==> src/rtl/bp_fe_bht_ctrl_if.sv <==
// Requester-side bundle of the BHT sequencing controller.
// master: front-end requester (drives lookup/update requests, receives responses)
// slave : bp_fe_bht_ctrl (accepts requests, returns lookup responses)
//   lookup_v_i/lookup_idx_i/lookup_ready_o        lookup request handshake
//   lookup_v_o/lookup_cnt_o/lookup_pred_o         lookup response
//   upd_v_i/upd_idx_i/upd_cnt_i/upd_taken_i/upd_ready_o  resolution update handshake
interface bp_fe_bht_ctrl_if #(
  parameter int unsigned bht_idx_width_p   = 9,
  parameter int unsigned bp_cnt_sat_bits_p = 2
);
  logic                         lookup_v_i;
  logic [bht_idx_width_p-1:0]   lookup_idx_i;
  logic                         lookup_ready_o;
  logic                         lookup_v_o;
  logic [bp_cnt_sat_bits_p-1:0] lookup_cnt_o;
  logic                         lookup_pred_o;
  logic                         upd_v_i;
  logic [bht_idx_width_p-1:0]   upd_idx_i;
  logic [bp_cnt_sat_bits_p-1:0] upd_cnt_i;
  logic                         upd_taken_i;
  logic                         upd_ready_o;

  modport master (
    output lookup_v_i, lookup_idx_i, upd_v_i, upd_idx_i, upd_cnt_i, upd_taken_i,
    input  lookup_ready_o, lookup_v_o, lookup_cnt_o, lookup_pred_o, upd_ready_o
  );

  modport slave (
    input  lookup_v_i, lookup_idx_i, upd_v_i, upd_idx_i, upd_cnt_i, upd_taken_i,
    output lookup_ready_o, lookup_v_o, lookup_cnt_o, lookup_pred_o, upd_ready_o
  );
endinterface

==> src/rtl/bp_fe_bht_ctrl.sv <==
// Sequencing controller for the front-end bimodal BHT.
// After reset it sweeps every entry to weak-not-taken, then shares the
// single-ported table between prediction lookups and buffered resolution
// updates. Saturating-counter arithmetic is done here at update enqueue.
// Ports:
//   clk_i, reset_i (synchronous, active-low)
//   init_done_o          table sweep complete
//   fe                   requester interface (slave side)
//   bht_v_o/bht_w_o/bht_idx_o/bht_data_o  table access, combinational
//   bht_data_i           table read data, one cycle after a read
module bp_fe_bht_ctrl #(
  parameter int unsigned bht_idx_width_p   = 9,
  parameter int unsigned bp_cnt_sat_bits_p = 2,
  parameter int unsigned upd_fifo_els_p    = 4
) (
  input  logic                         clk_i,
  input  logic                         reset_i,
  output logic                         init_done_o,
  bp_fe_bht_ctrl_if.slave              fe,
  output logic                         bht_v_o,
  output logic                         bht_w_o,
  output logic [bht_idx_width_p-1:0]   bht_idx_o,
  output logic [bp_cnt_sat_bits_p-1:0] bht_data_o,
  input  logic [bp_cnt_sat_bits_p-1:0] bht_data_i
);

  localparam int unsigned idx_w = bht_idx_width_p;
  localparam int unsigned sat_w = bp_cnt_sat_bits_p;
  localparam int unsigned ptr_w = $clog2(upd_fifo_els_p);
  localparam int unsigned occ_w = ptr_w + 1;

  localparam logic [sat_w-1:0] cnt_max = '1;
  localparam logic [sat_w-1:0] cnt_weak_nt = {1'b0, {(sat_w-1){1'b1}}};

  typedef enum logic {e_init, e_run} state_e;

  typedef struct packed {
    logic [idx_w-1:0] idx;
    logic [sat_w-1:0] cnt;
  } upd_entry_t;

  state_e            state_q, state_n;
  logic [idx_w-1:0]  sweep_q, sweep_n;
  logic [ptr_w-1:0]  rd_q, rd_n, wr_q, wr_n;
  logic [occ_w-1:0]  occ_q, occ_n;
  logic              lookup_v_q;
  upd_entry_t        fifo_q [upd_fifo_els_p];

  upd_entry_t        head;
  upd_entry_t        enq_entry;
  logic              fifo_full, fifo_empty;
  logic              lookup_fire, deq, enq, cnt_changes;
  logic [sat_w-1:0]  new_cnt;

  assign fifo_full  = (occ_q == occ_w'(upd_fifo_els_p));
  assign fifo_empty = (occ_q == '0);
  assign head       = fifo_q[rd_q];

  // Control state, sweep index, FIFO pointers and lookup response valid
  always_ff @(posedge clk_i) begin
    if (!reset_i) begin
      state_q    <= e_init;
      sweep_q    <= '0;
      rd_q       <= '0;
      wr_q       <= '0;
      occ_q      <= '0;
      lookup_v_q <= 1'b0;
    end else begin
      state_q    <= state_n;
      sweep_q    <= sweep_n;
      rd_q       <= rd_n;
      wr_q       <= wr_n;
      occ_q      <= occ_n;
      lookup_v_q <= lookup_fire;
    end
  end

  // FIFO storage; contents are meaningless while occupancy says empty
  always_ff @(posedge clk_i) begin
    if (enq) begin
      fifo_q[wr_q] <= enq_entry;
    end
  end

  // Next state, arbitration and table access; everything is held at zero while reset is low
  always_comb begin
    state_n           = state_q;
    sweep_n           = sweep_q;
    init_done_o       = 1'b0;
    fe.lookup_ready_o = 1'b0;
    fe.upd_ready_o    = 1'b0;
    bht_v_o           = 1'b0;
    bht_w_o           = 1'b0;
    bht_idx_o         = '0;
    bht_data_o        = '0;
    lookup_fire       = 1'b0;
    deq               = 1'b0;
    enq               = 1'b0;
    cnt_changes       = 1'b0;
    new_cnt           = fe.upd_cnt_i;
    enq_entry         = '{idx: fe.upd_idx_i, cnt: new_cnt};

    if (reset_i) begin
      if (state_q == e_init) begin
        bht_v_o    = 1'b1;
        bht_w_o    = 1'b1;
        bht_idx_o  = sweep_q;
        bht_data_o = cnt_weak_nt;
        sweep_n    = sweep_q + idx_w'(1);
        if (sweep_q == '1) begin
          state_n = e_run;
        end
      end else begin
        init_done_o       = 1'b1;
        fe.lookup_ready_o = !fifo_full;
        fe.upd_ready_o    = !fifo_full;

        // A full FIFO must drain, otherwise lookups take priority over drains
        if (fifo_full) begin
          deq = 1'b1;
        end else if (fe.lookup_v_i) begin
          lookup_fire = 1'b1;
          bht_v_o     = 1'b1;
          bht_idx_o   = fe.lookup_idx_i;
        end else if (!fifo_empty) begin
          deq = 1'b1;
        end

        if (deq) begin
          bht_v_o    = 1'b1;
          bht_w_o    = 1'b1;
          bht_idx_o  = head.idx;
          bht_data_o = head.cnt;
        end

        // Saturated updates are accepted but need no table write
        if (fe.upd_taken_i && (fe.upd_cnt_i != cnt_max)) begin
          new_cnt     = fe.upd_cnt_i + sat_w'(1);
          cnt_changes = 1'b1;
        end else if (!fe.upd_taken_i && (fe.upd_cnt_i != '0)) begin
          new_cnt     = fe.upd_cnt_i - sat_w'(1);
          cnt_changes = 1'b1;
        end
        enq_entry = '{idx: fe.upd_idx_i, cnt: new_cnt};
        enq       = fe.upd_v_i && !fifo_full && cnt_changes;
      end
    end

    rd_n  = rd_q + ptr_w'(deq);
    wr_n  = wr_q + ptr_w'(enq);
    occ_n = occ_q + occ_w'(enq) - occ_w'(deq);
  end

  assign fe.lookup_v_o    = lookup_v_q && reset_i;
  assign fe.lookup_cnt_o  = bht_data_i;
  assign fe.lookup_pred_o = bht_data_i[sat_w-1];

endmodule

==> src/flat_wrapper.sv <==
// flat-port wrapper written by rule: the top's interface ports become plain ports
module bp_fe_bht_ctrl_flat 
#(
  parameter int unsigned bht_idx_width_p   = 9,
  parameter int unsigned bp_cnt_sat_bits_p = 2,
  parameter int unsigned upd_fifo_els_p    = 4
)
  (clk_i, reset_i, init_done_o, bht_v_o, bht_w_o, bht_idx_o, bht_data_o, bht_data_i, fe_lookup_v_i, fe_lookup_idx_i, fe_upd_v_i, fe_upd_idx_i, fe_upd_cnt_i, fe_upd_taken_i, fe_lookup_ready_o, fe_lookup_v_o, fe_lookup_cnt_o, fe_lookup_pred_o, fe_upd_ready_o);
  bp_fe_bht_ctrl_if #(.bht_idx_width_p(bht_idx_width_p), .bp_cnt_sat_bits_p(bp_cnt_sat_bits_p)) fe_i ();
  input  logic clk_i;
  input  logic reset_i;
  output logic init_done_o;
  output logic bht_v_o;
  output logic bht_w_o;
  output logic [bht_idx_width_p-1:0] bht_idx_o;
  output logic [bp_cnt_sat_bits_p-1:0] bht_data_o;
  input  logic [bp_cnt_sat_bits_p-1:0] bht_data_i;
  input wire logic [$bits(fe_i.lookup_v_i)-1:0] fe_lookup_v_i;
  input wire logic [$bits(fe_i.lookup_idx_i)-1:0] fe_lookup_idx_i;
  input wire logic [$bits(fe_i.upd_v_i)-1:0] fe_upd_v_i;
  input wire logic [$bits(fe_i.upd_idx_i)-1:0] fe_upd_idx_i;
  input wire logic [$bits(fe_i.upd_cnt_i)-1:0] fe_upd_cnt_i;
  input wire logic [$bits(fe_i.upd_taken_i)-1:0] fe_upd_taken_i;
  output wire logic [$bits(fe_i.lookup_ready_o)-1:0] fe_lookup_ready_o;
  output wire logic [$bits(fe_i.lookup_v_o)-1:0] fe_lookup_v_o;
  output wire logic [$bits(fe_i.lookup_cnt_o)-1:0] fe_lookup_cnt_o;
  output wire logic [$bits(fe_i.lookup_pred_o)-1:0] fe_lookup_pred_o;
  output wire logic [$bits(fe_i.upd_ready_o)-1:0] fe_upd_ready_o;
  assign fe_i.lookup_v_i = fe_lookup_v_i;
  assign fe_i.lookup_idx_i = fe_lookup_idx_i;
  assign fe_i.upd_v_i = fe_upd_v_i;
  assign fe_i.upd_idx_i = fe_upd_idx_i;
  assign fe_i.upd_cnt_i = fe_upd_cnt_i;
  assign fe_i.upd_taken_i = fe_upd_taken_i;
  assign fe_lookup_ready_o = fe_i.lookup_ready_o;
  assign fe_lookup_v_o = fe_i.lookup_v_o;
  assign fe_lookup_cnt_o = fe_i.lookup_cnt_o;
  assign fe_lookup_pred_o = fe_i.lookup_pred_o;
  assign fe_upd_ready_o = fe_i.upd_ready_o;
  bp_fe_bht_ctrl #(.bht_idx_width_p(bht_idx_width_p), .bp_cnt_sat_bits_p(bp_cnt_sat_bits_p), .upd_fifo_els_p(upd_fifo_els_p)) u_core (.clk_i(clk_i), .reset_i(reset_i), .init_done_o(init_done_o), .fe(fe_i), .bht_v_o(bht_v_o), .bht_w_o(bht_w_o), .bht_idx_o(bht_idx_o), .bht_data_o(bht_data_o), .bht_data_i(bht_data_i));
endmodule
==> config.mk <==
export PLATFORM = sky130hd
export DESIGN_NAME = bp_fe_bht_ctrl_flat
export DESIGN_NICKNAME = d
export VERILOG_FILES = /design/src/rtl/bp_fe_bht_ctrl_if.sv /design/src/rtl/bp_fe_bht_ctrl.sv /design/src/flat_wrapper.sv
export SDC_FILE = /design/constraint.sdc
export NUM_CORES = 1
export LEC_CHECK = 0
export CAP_MARGIN = 20
export CORE_MARGIN = 2
export CORE_UTILIZATION = 55
export CTS_BUF_LIST = sky130_fd_sc_hd__clkbuf_2
export DETAILED_ROUTE_END_ITERATION = 8
export PLACE_DENSITY = 0.93
export SYNTH_ARGS = -nofsm -noshare
export SYNTH_HDL_FRONTEND = slang
export SYNTH_SLANG_ARGS = --single-unit
export TNS_END_PERCENT = 20
==> constraint.sdc <==
create_clock -name clk_i -period 2.2 [get_ports clk_i]
set_input_delay 0.22 -clock clk_i [delete_from_list [all_inputs] [get_ports clk_i]]
set_output_delay 0.22 -clock clk_i [all_outputs]
set_load 0.1 [all_outputs]
### Yosys cells after proc, flatten, opt, wreduce, memory -nomap -nowiden

Memory sizes are Yosys's and may differ from the RTL's. A register that Yosys moved wholly into a read port is not among the register bits.
Index checks and enable logic that the tools add are counted.

| storage, ports and cells | value |
|---|---|
| register bits | 18 |
| bits in latches | 0 |
| bits in writable memories | 44 |
| bits in read-only memories | 0 |
| input port bits | 27 |
| output and inout bits | 20 |
| word-level logic and storage cells | 69 |
| memories kept | 1 |

Memory list:

| memory | words | bits a word | rd ports | clocked after Yosys merged registers in | wr ports | line | RTL |
|---|---|---|---|---|---|---|---|
| u_core.fifo_q | 4 | 11 | 1 | 1 | 1 | bp_fe_bht_ctrl.sv:47 | `upd_entry_t fifo_q [upd_fifo_els_p];` |

| cells by class | value |
|---|---|
| add/subtract/negate cells | 7 |
| multiply operators | 0 |
| div/mod/pow operators | 0 |
| $lt $le $gt $ge | 0 |
| equality and inequality tests | 3 |
| shifts and indexed selects | 0 |
| multiplexer cells | 42 |
| bitwise logic cells | 0 |
| reduce and logical (&&, ||, !) cells | 10 |

Operators with widths:

| kind | number |
|---|---|
| two-way mux 9 bit | 5 |
| two-way mux 1 bit | 29 |
| two-way mux 2 bit | 8 |
| adder 9 x 1 -> 9 bit, second input constant | 1 |
| equality test 9 bit, second input constant | 1 |
| logical AND 1 bit | 5 |
| adder 2 x 1 -> 2 bit | 2 |
| adder 3 x 1 -> 3 bit | 1 |
| equality test 3 bit, second input constant | 1 |
| zero test 3 bit | 1 |
| subtractor 3 x 1 -> 3 bit | 1 |
| adder 2 x 1 -> 2 bit, second input constant | 1 |
| zero test 1 bit | 2 |
| != test 2 bit, second input constant | 1 |
| AND reduction 2 bit | 1 |
| nonzero test 2 bit | 1 |
| subtractor 2 x 1 -> 2 bit, second input constant | 1 |

### Depth between registers and ports, before layout

Gate-level depths: netlist of the first run.

| logic depth | value |
|---|---|
| word-level depth | 11 |
| depth in mapped cells | 10 |
| mapped depth without buffers | 10 |

### Least setup slack after synthesis of the first run

Ideal clock, no wire load.

| timing | value |
|---|---|
| kind | register to output |
| start | register u_core.occ_q[1] |
| end | output bht_data_o[0] |
| arrival | 3010 ps |
| setup slack | -1030 ps |
| stages on the path, launching flop included | 5 |
| path buffers | 1 |
| cell sequence | dfxtp_1 > o21ai_0 > a21boi_2 > buf_4 > nor3_1 |

| between the ends | value |
|---|---|
| cells in the longest elaborated chain, start to end | 9 |

Ends and longest elaborated chain:

| what | line | RTL |
|---|---|---|
| start, declared | bp_fe_bht_ctrl.sv:45 | `logic [occ_w-1:0] occ_q, occ_n;` |
| start signal, assigned | bp_fe_bht_ctrl.sv:73 | `occ_q <= occ_n;` |
| zero test 3 bit | bp_fe_bht_ctrl.sv:56 | `assign fifo_empty = (occ_q == '0);` |
| two-way mux 1 bit | bp_fe_bht_ctrl.sv:125 | `end else if (!fifo_empty) begin` |
| two-way mux 1 bit | bp_fe_bht_ctrl.sv:121 | `end else if (fe.lookup_v_i) begin` |
| two-way mux 1 bit (*) | bp_fe_bht_ctrl.sv:119 | `if (fifo_full) begin` |
| two-way mux 1 bit (*) | bp_fe_bht_ctrl.sv:104 | `if (state_q == e_init) begin` |
| two-way mux 1 bit (*) | bp_fe_bht_ctrl.sv:103 | `if (reset_i) begin` |
| two-way mux 2 bit (*) | bp_fe_bht_ctrl.sv:129 | `if (deq) begin` |
| two-way mux 2 bit (*) | bp_fe_bht_ctrl.sv:104 |  |
| two-way mux 2 bit (*) | bp_fe_bht_ctrl.sv:103 |  |
| end, declared | flat_wrapper.sv:16 | `output logic [bp_cnt_sat_bits_p-1:0] bht_data_o;` |

Mark *: on every way between the ends. The rest lies on a longest branch, timed or not. The select of a mux whose other input is x is not followed.

### Worst setup path after layout of the first run

| timing | value |
|---|---|
| start | register u_core.occ_q[2] |
| end | output bht_idx_o[0] |

| between the ends | value |
|---|---|
| cells in the longest elaborated chain, start to end | 9 |

Ends and longest elaborated chain:

| what | line | RTL |
|---|---|---|
| zero test 3 bit | bp_fe_bht_ctrl.sv:56 |  |
| two-way mux 1 bit | bp_fe_bht_ctrl.sv:125 |  |
| two-way mux 1 bit | bp_fe_bht_ctrl.sv:121 |  |
| two-way mux 1 bit | bp_fe_bht_ctrl.sv:119 |  |
| two-way mux 1 bit | bp_fe_bht_ctrl.sv:104 |  |
| two-way mux 1 bit | bp_fe_bht_ctrl.sv:103 |  |
| two-way mux 9 bit (*) | bp_fe_bht_ctrl.sv:129 |  |
| two-way mux 9 bit (*) | bp_fe_bht_ctrl.sv:104 |  |
| two-way mux 9 bit (*) | bp_fe_bht_ctrl.sv:103 |  |
| end, declared | flat_wrapper.sv:15 | `output logic [bht_idx_width_p-1:0] bht_idx_o;` |

Marks and branches as above.

==> flow_summary_export.csv, run 1 <==
group,metric,value,unit
layout,finish.cell_count_without_fillers,352,
placed_design,placer_s_final_routability_congestion_estimate,0.784,
power,power_density,608,nW/µm²
sta,worstMarginPinSlew,412,ps
layout,final_cell_mix,"sky130_fd_sc_hd__edfxtp_1 (44), sky130_fd_sc_hd__clkdlybuf4s50_1 (24), sky130_fd_sc_hd__buf_4 (20)",
logic_synthesis,share_of_the_yosys_chip_area_belonging_to_registers,58.7,%
global_routing,gr-total-overflow,0,
sta,setup_viol_count_final,9,
detailed_routing,overall_via_count_from_detail_route,2156,
worst_setup_path,reg2reg_to,"u_core.occ_q[2]",
detailed_routing,drc_errors,0,
layout,area_growth,40.6,%
global_routing,first_global_vias,2269,
cts,clkSinkCount,62,
logic_synthesis,synthesized_nets,248,
worst_setup_path,max_stage_delay,420,ps
sta,skew,53.3,ps
die,die_y,76.2,µm
placed_design,dpl_cell_area,3700,µm²
cts,clock_path_buffers,2,
worst_setup_path,worst_path_dominant_cell_family,"simple AND/OR/NAND/NOR gates",
worst_hold_path,worst_hold_path_type,"input pin to register",
power,peak_supply_drop,600,µV
worst_setup_path,reg2reg_depth,10,
logic_synthesis,synth_enable_flop_cells,44,
worst_setup_path,critical_path.slowest_cell,"sky130_fd_sc_hd__or3_4",
worst_setup_path,critical_path_buffers_and_inverters,1,
worst_setup_path,critPathLaunchType,"register",
placed_design,io_buffer_count,41,
worst_setup_path,cp_data_required_time,1980,ps
cts,clk_pin_slew_worst_paths,220,ps
detailed_routing,drt_pre_antenna_iters,5,
logic_synthesis,synthesis.yosys.warnings,0,
die,num_rows,26,
layout,antennaDiodeCount,0,
worst_setup_path,timing.reg2reg.setup_slack,60,ps
power,fin_total_pwr,2.45,mW
logic_synthesis,synthArstFlopShare,0,%
sta,clock.fmax,0.429,GHz
detailed_routing,drt_first_iter_violations,378,
worst_setup_path,reg2reg_from,"u_core.occ_q[2]",
sta,final.hold.worst_slack,306,ps
sta,totalNegativeSetupSlack,-869,ps
worst_hold_path,worstHoldStart,"fe_upd_idx_i[1]",
worst_hold_path,hold_end,"u_core.fifo_q[2][3]",
worst_setup_path,critPathArrivalTime,2110,ps
placed_design,hpwlAfterDp,4630,µm
die,initial_core_util,56.5,%
layout,drive_gt1_share,34.8,%
logic_synthesis,synthesis.area_per_instance,13.5,µm²
detailed_routing,totalWireLength,8220,µm
worst_setup_path,ordered_list_of_cells_on_the_worst_path,"or3_4, and3_4, a221oi_4, buf_12",
cts,clock_insertion_delay_worst_skew,540,ps
global_routing,grt_use_total,30.5,%
die,core_area,5070,µm²
logic_synthesis,synth_seq_cells,62,
cts,tritoncts,"done",
die,die_width,76.2,µm
detailed_routing,ant_nets,0,
logic_synthesis,netlist_area,2870,µm²
sta,finalMaxSlewViolations,0,
layout,post-route-cell-area,4030,µm²
job,maxCapViolations,0,
worst_setup_path,critical_path.endpoint_type,"output pin",
sta,fin_crit,2330,ps
die,boundaryPins,47,
detailed_routing,route.detailed.vias_per_inst,6.13,
cts,clock-root-buffer,"sky130_fd_sc_hd__clkbuf_2",
worst_setup_path,category_of_the_critical_setup_timing_path,"register to output pin",
placed_design,placedCellCount,333,
logic_synthesis,ys_dominant_reg_cell,"sky130_fd_sc_hd__edfxtp_1",
layout,utilization,79.4,%
logic_synthesis,syn-instance-count,212,
sta,unrepaired_setup_endpoints_after_global_routing,"yes",
worst_hold_path,hold-path-cell-count,1,
global_routing,grt_pass1_wl,12700,µm
layout,layout_commonest_cell,"sky130_fd_sc_hd__edfxtp_1",
worst_setup_path,worstPathMaxFanout,5,
die,die_area,5800,µm²
run_status,run_status,"finished, violations left",
sta,relSlewSlack,72.2,%
power,power.static_leakage,1.47,nW
detailed_routing,wl_per_cell,23.4,µm
global_routing,antenna_found_initial,0,
placed_design,pre_cts_slack,-99.6,ps
sta,finalHoldViolations,0,
sta,layout_worst_path_cycle_share,106,%
run_status,failed_checks,"negative setup slack",
sta,setup_slack,-130,ps
logic_synthesis,post_synth_num_cell_types,35,
cts,numCtsBuffers,9,
cts,cts.htree.levels,3,
layout,finish.net_count,313,
global_routing,grt_start_max_net_pins,23,
## where the power goes
part / internal, mW / switching, mW
logic: 0.0847 / 0.107
registers: 1.25 / 0.00749
clock network: 0.510 / 0.487
## flip-flops by register name, summed over array words and instances, names as in the netlist
| register | count |
|---|---|
| u_core.occ_q | 3 |
| u_core.state_q | 1 |
| u_core.lookup_v_q | 1 |
| u_core.sweep_q | 9 |
| u_core.fifo_q | 44 |
| u_core.rd_q | 2 |
| u_core.wr_q | 2 |
## layer usage
metal  part of all wire (%)  routed length [µm]  track usage, %
met5                      0                   0               0
met4                    6.1                 498            19.3
met3                    9.1                 748            9.12
met2                     51                4170            51.2
met1                     34                2810            34.1
## cells in the mapped netlist, types with 2 or more instances
library cell	instances	area (µm²)
sky130_fd_sc_hd__and2_1	5	31.3
sky130_fd_sc_hd__nor3_1	6	30.0
sky130_fd_sc_hd__inv_1	19	71.3
sky130_fd_sc_hd__nand3_1	10	50.1
sky130_fd_sc_hd__nand4_1	2	12.5
sky130_fd_sc_hd__edfxtp_1	44	1320
sky130_fd_sc_hd__dfxtp_1	18	360
sky130_fd_sc_hd__ha_1	8	100
sky130_fd_sc_hd__buf_4	5	37.5
sky130_fd_sc_hd__xnor2_1	5	43.8
sky130_fd_sc_hd__nand2_1	6	22.5
sky130_fd_sc_hd__mux2i_1	3	30.0
sky130_fd_sc_hd__or3_1	2	12.5
sky130_fd_sc_hd__xor2_1	4	35.0
sky130_fd_sc_hd__nor2_1	14	52.6
sky130_fd_sc_hd__clkbuf_1	3	11.3
sky130_fd_sc_hd__nand4b_1	2	17.5
sky130_fd_sc_hd__buf_2	4	20.0
sky130_fd_sc_hd__nor2b_1	2	12.5
sky130_fd_sc_hd__a21oi_1	5	25.0
sky130_fd_sc_hd__mux4_2	11	248
sky130_fd_sc_hd__o21ai_0	12	60.1
sky130_fd_sc_hd__a221oi_2	9	135
sky130_fd_sc_hd__buf_6	2	22.5
## worst max path at each step
stage / startpoint / endpoint / cells after the start
6_report: u_core.occ_q[2] / bht_idx_o[0] / 4
5_1_grt: u_core.occ_q[2] / bht_idx_o[0] / 4
4_1_cts: u_core.occ_q[2] / bht_idx_o[0] / 4
3_5_place_dp: fe_upd_cnt_i[0] / u_core.occ_q[2] / 11
3_3_place_gp: fe_upd_cnt_i[0] / u_core.occ_q[2] / 11
2_1_floorplan: u_core.occ_q[1] / bht_idx_o[0] / 4
## worst register-to-register path, cell delays in order (launching register included)
cell and delay (ps):
sky130_fd_sc_hd__dfxtp_2 370, sky130_fd_sc_hd__or3_4 420, sky130_fd_sc_hd__nand2_1 110, sky130_fd_sc_hd__nor2_1 60, sky130_fd_sc_hd__ha_1 260, sky130_fd_sc_hd__inv_1 60
sky130_fd_sc_hd__ha_1 140, sky130_fd_sc_hd__inv_1 60, sky130_fd_sc_hd__fa_1 380, sky130_fd_sc_hd__xnor2_1 150, sky130_fd_sc_hd__nor2_1 50
## final cells by class
class	instances	area [µm²]
Inverter	20	78.8
Tap cell	70	87.6
Timing Repair Buffer	67	816
Clock inverter	7	128
Clock buffer	9	45.0
Multi-Input combinational cell	117	1190
Fill cell	261	1050
Sequential cell	62	1690
## timing repair
action	4_1_cts	5_1_grt
setup endpoints to repair	12	16
pin swaps	1	4
resized for setup	19	4
gates cloned	2	0
hold buffers	0	0
setup buffers	1	0
## cell families after synthesis
group	count (synthesis)	share of synthesized area (%)
muxes	14	9.69
adders and majority gates	9	4.19
and+or+nand+nor	55	10.3
AOI/OAI and AO/OA	29	8.60
DFF	62	58.7
xor gates and xnor gates	9	2.75
buffers and inverters	34	5.81
Note: power is estimated with default switching activity, not from simulation.
==> run 2, diff against run 1 <==
--- a/config.mk
+++ b/config.mk
@@ -9,8 +9,10 @@
 export CORE_MARGIN = 2
 export CORE_UTILIZATION = 55
 export CTS_BUF_LIST = sky130_fd_sc_hd__clkbuf_2
+export CTS_CLUSTER_SIZE = 20
 export DETAILED_ROUTE_END_ITERATION = 8
 export PLACE_DENSITY = 0.93
+export SKIP_CTS_REPAIR_TIMING = 1
 export SYNTH_ARGS = -nofsm -noshare
 export SYNTH_HDL_FRONTEND = slang
 export SYNTH_SLANG_ARGS = --single-unit
==> flow_summary_export.csv, run 2 (same netlist as run 1, synthesis figures left out) <==
group,metric,value,unit
run_status,run_status,"finished, violations left",
run_status,failed_checks,"negative setup slack",
sta,finalHoldViolations,0,
power,p_seq_share,51.5,%
placed_design,pre_cts_slack,-99.6,ps
placed_design,dpl_cell_area,3700,µm²
power,internal_power,1.85,mW
detailed_routing,route.detailed.vias_per_inst,6.14,
sta,skew,31.8,ps
detailed_routing,totalWireLength,8010,µm
sta,setup_viol_count_final,9,
layout,max_ffs_per_register,44,
power,reported_net_switching_power,0.602,mW
global_routing,first_global_vias,2104,
layout,registers_with_the_most_flip_flops,"u_core.fifo_q: 44 flops, u_core.sweep_q: 9 flops, u_core.occ_q: 3 flops",
layout,finish.net_count,311,
cts,clock_insertion_delay_worst_skew,520,ps
placed_design,io_buffer_count,41,
cts,clock-root-buffer,"sky130_fd_sc_hd__clkbuf_2",
power,peak_supply_drop,595,µV
cts,tritoncts,"done",
global_routing,grt_use_total,23.8,%
detailed_routing,drt_pre_antenna_iters,5,
worst_setup_path,critPathLaunchType,"register",
worst_setup_path,worstPathMaxFanout,5,
die,die_area,5800,µm²
layout,post-route-cell-area,4010,µm²
die,core_area,5070,µm²
cts,clkSinkCount,62,
worst_setup_path,critical_path.endpoint_type,"output pin",
worst_setup_path,critPathArrivalTime,2120,ps
placed_design,hpwlAfterDp,4630,µm
layout,regMostFlops,"u_core.fifo_q",
die,boundaryPins,47,
cts,cts.htree.levels,3,
cts,clk_pin_slew_worst_paths,230,ps
sta,finalMaxSlewViolations,0,
global_routing,antenna_found_initial,0,
detailed_routing,drc_errors,0,
sta,relSlewSlack,64.9,%
sta,unrepaired_setup_endpoints_after_global_routing,"yes",
power,power_density,610,nW/µm²
layout,layout_commonest_cell,"sky130_fd_sc_hd__edfxtp_1",
detailed_routing,wl_per_cell,22.9,µm
layout,utilization,79.1,%
worst_setup_path,category_of_the_critical_setup_timing_path,"register to output pin",
die,die_y,76.2,µm
power,combinationalPowerShare,7.9,%
detailed_routing,overall_via_count_from_detail_route,2150,
job,maxCapViolations,0,
placed_design,placer_s_final_routability_congestion_estimate,0.784,
worst_setup_path,cp_data_required_time,1980,ps
global_routing,grt_start_max_net_pins,22,
sta,totalNegativeSetupSlack,-932,ps
layout,drive_gt1_share,35.0,%
cts,clock_path_buffers,2,
sta,fin_crit,2340,ps
sta,final.hold.worst_slack,304,ps
power,switching_share,24.6,%
layout,finish.cell_count_without_fillers,350,
worst_hold_path,worst_hold_path_type,"input pin to register",
die,initial_core_util,56.5,%
global_routing,gr-total-overflow,0,
die,die_width,76.2,µm
die,num_rows,26,
layout,final_cell_mix,"sky130_fd_sc_hd__edfxtp_1 (44), sky130_fd_sc_hd__clkdlybuf4s50_1 (24), sky130_fd_sc_hd__buf_4 (20)",
detailed_routing,ant_nets,0,
sta,layout_worst_path_cycle_share,106,%
placed_design,placedCellCount,333,
power,power.static_leakage,1.46,nW
power,fin_total_pwr,2.45,mW
cts,numCtsBuffers,9,
detailed_routing,drt_first_iter_violations,265,
sta,setup_slack,-137,ps
power,clockPowerShare,40.6,%
sta,worstMarginPinSlew,520,ps
layout,area_growth,40.1,%
global_routing,grt_pass1_wl,10200,µm
sta,clock.fmax,0.428,GHz
layout,antennaDiodeCount,0,
==> run 2: changes by cell type in the layout (fill, tap and decap cells not counted), sizes merged <==
cell / change
buf: -2
==> run 2: critical path, stage by stage, from the launching register on <==
cell and delay [ps]:
sky130_fd_sc_hd__dfxtp_2 360, sky130_fd_sc_hd__or3_4 420, sky130_fd_sc_hd__and3_4 250, sky130_fd_sc_hd__a221oi_4 350, sky130_fd_sc_hd__buf_12 220
==> run 2: path summary, 6_finish.rpt <==
| path | start | endpoint | slack (ps) | cells past startpoint |
|---|---|---|---|---|
| setup / recovery | u_core.occ_q[1] | bht_idx_o[2] | -140 | 4 |
| setup reg to reg | u_core.occ_q[1] | u_core.occ_q[1] | 100 | 9 |
| hold / removal | fe_upd_idx_i[3] | u_core.fifo_q[1][5] | 300 | 1 |
| hold reg to reg | u_core.sweep_q[6] | u_core.sweep_q[6] | 590 | 2 |
==> run 2: power by group through the flow <==
stage	Sequential, mW	Combinational [mW]	Clock, mW
finish	1.26	0.193	0.995
global route	1.26	0.202	1.04
CTS	1.26	0.179	0.980
detailed placement	1.28	0.177	0
global placement	1.28	0.170	0
floorplan	1.28	0.105	0
==> run 2: final cells by class <==
type / instances / area, µm²
clock buffers: 9 / 45.0
repair buffers: 65 / 793
clock inverters: 7 / 128
multi-input cells: 117 / 1200
flip-flops and latches: 62 / 1690
well taps: 70 / 87.6
fillers: 270 / 1060
inverters: 20 / 78.8
==> run 2: layer usage <==
metal / GRT usage, % / share of wire, % / vias to the layer above
met5: 0 / 0 / -
met4: 18.5 / 4.2 / 0
met3: 5.57 / 7.8 / 33
met2: 40.8 / 50 / 139
met1: 25.2 / 38 / 1063
li1: - / - / 915
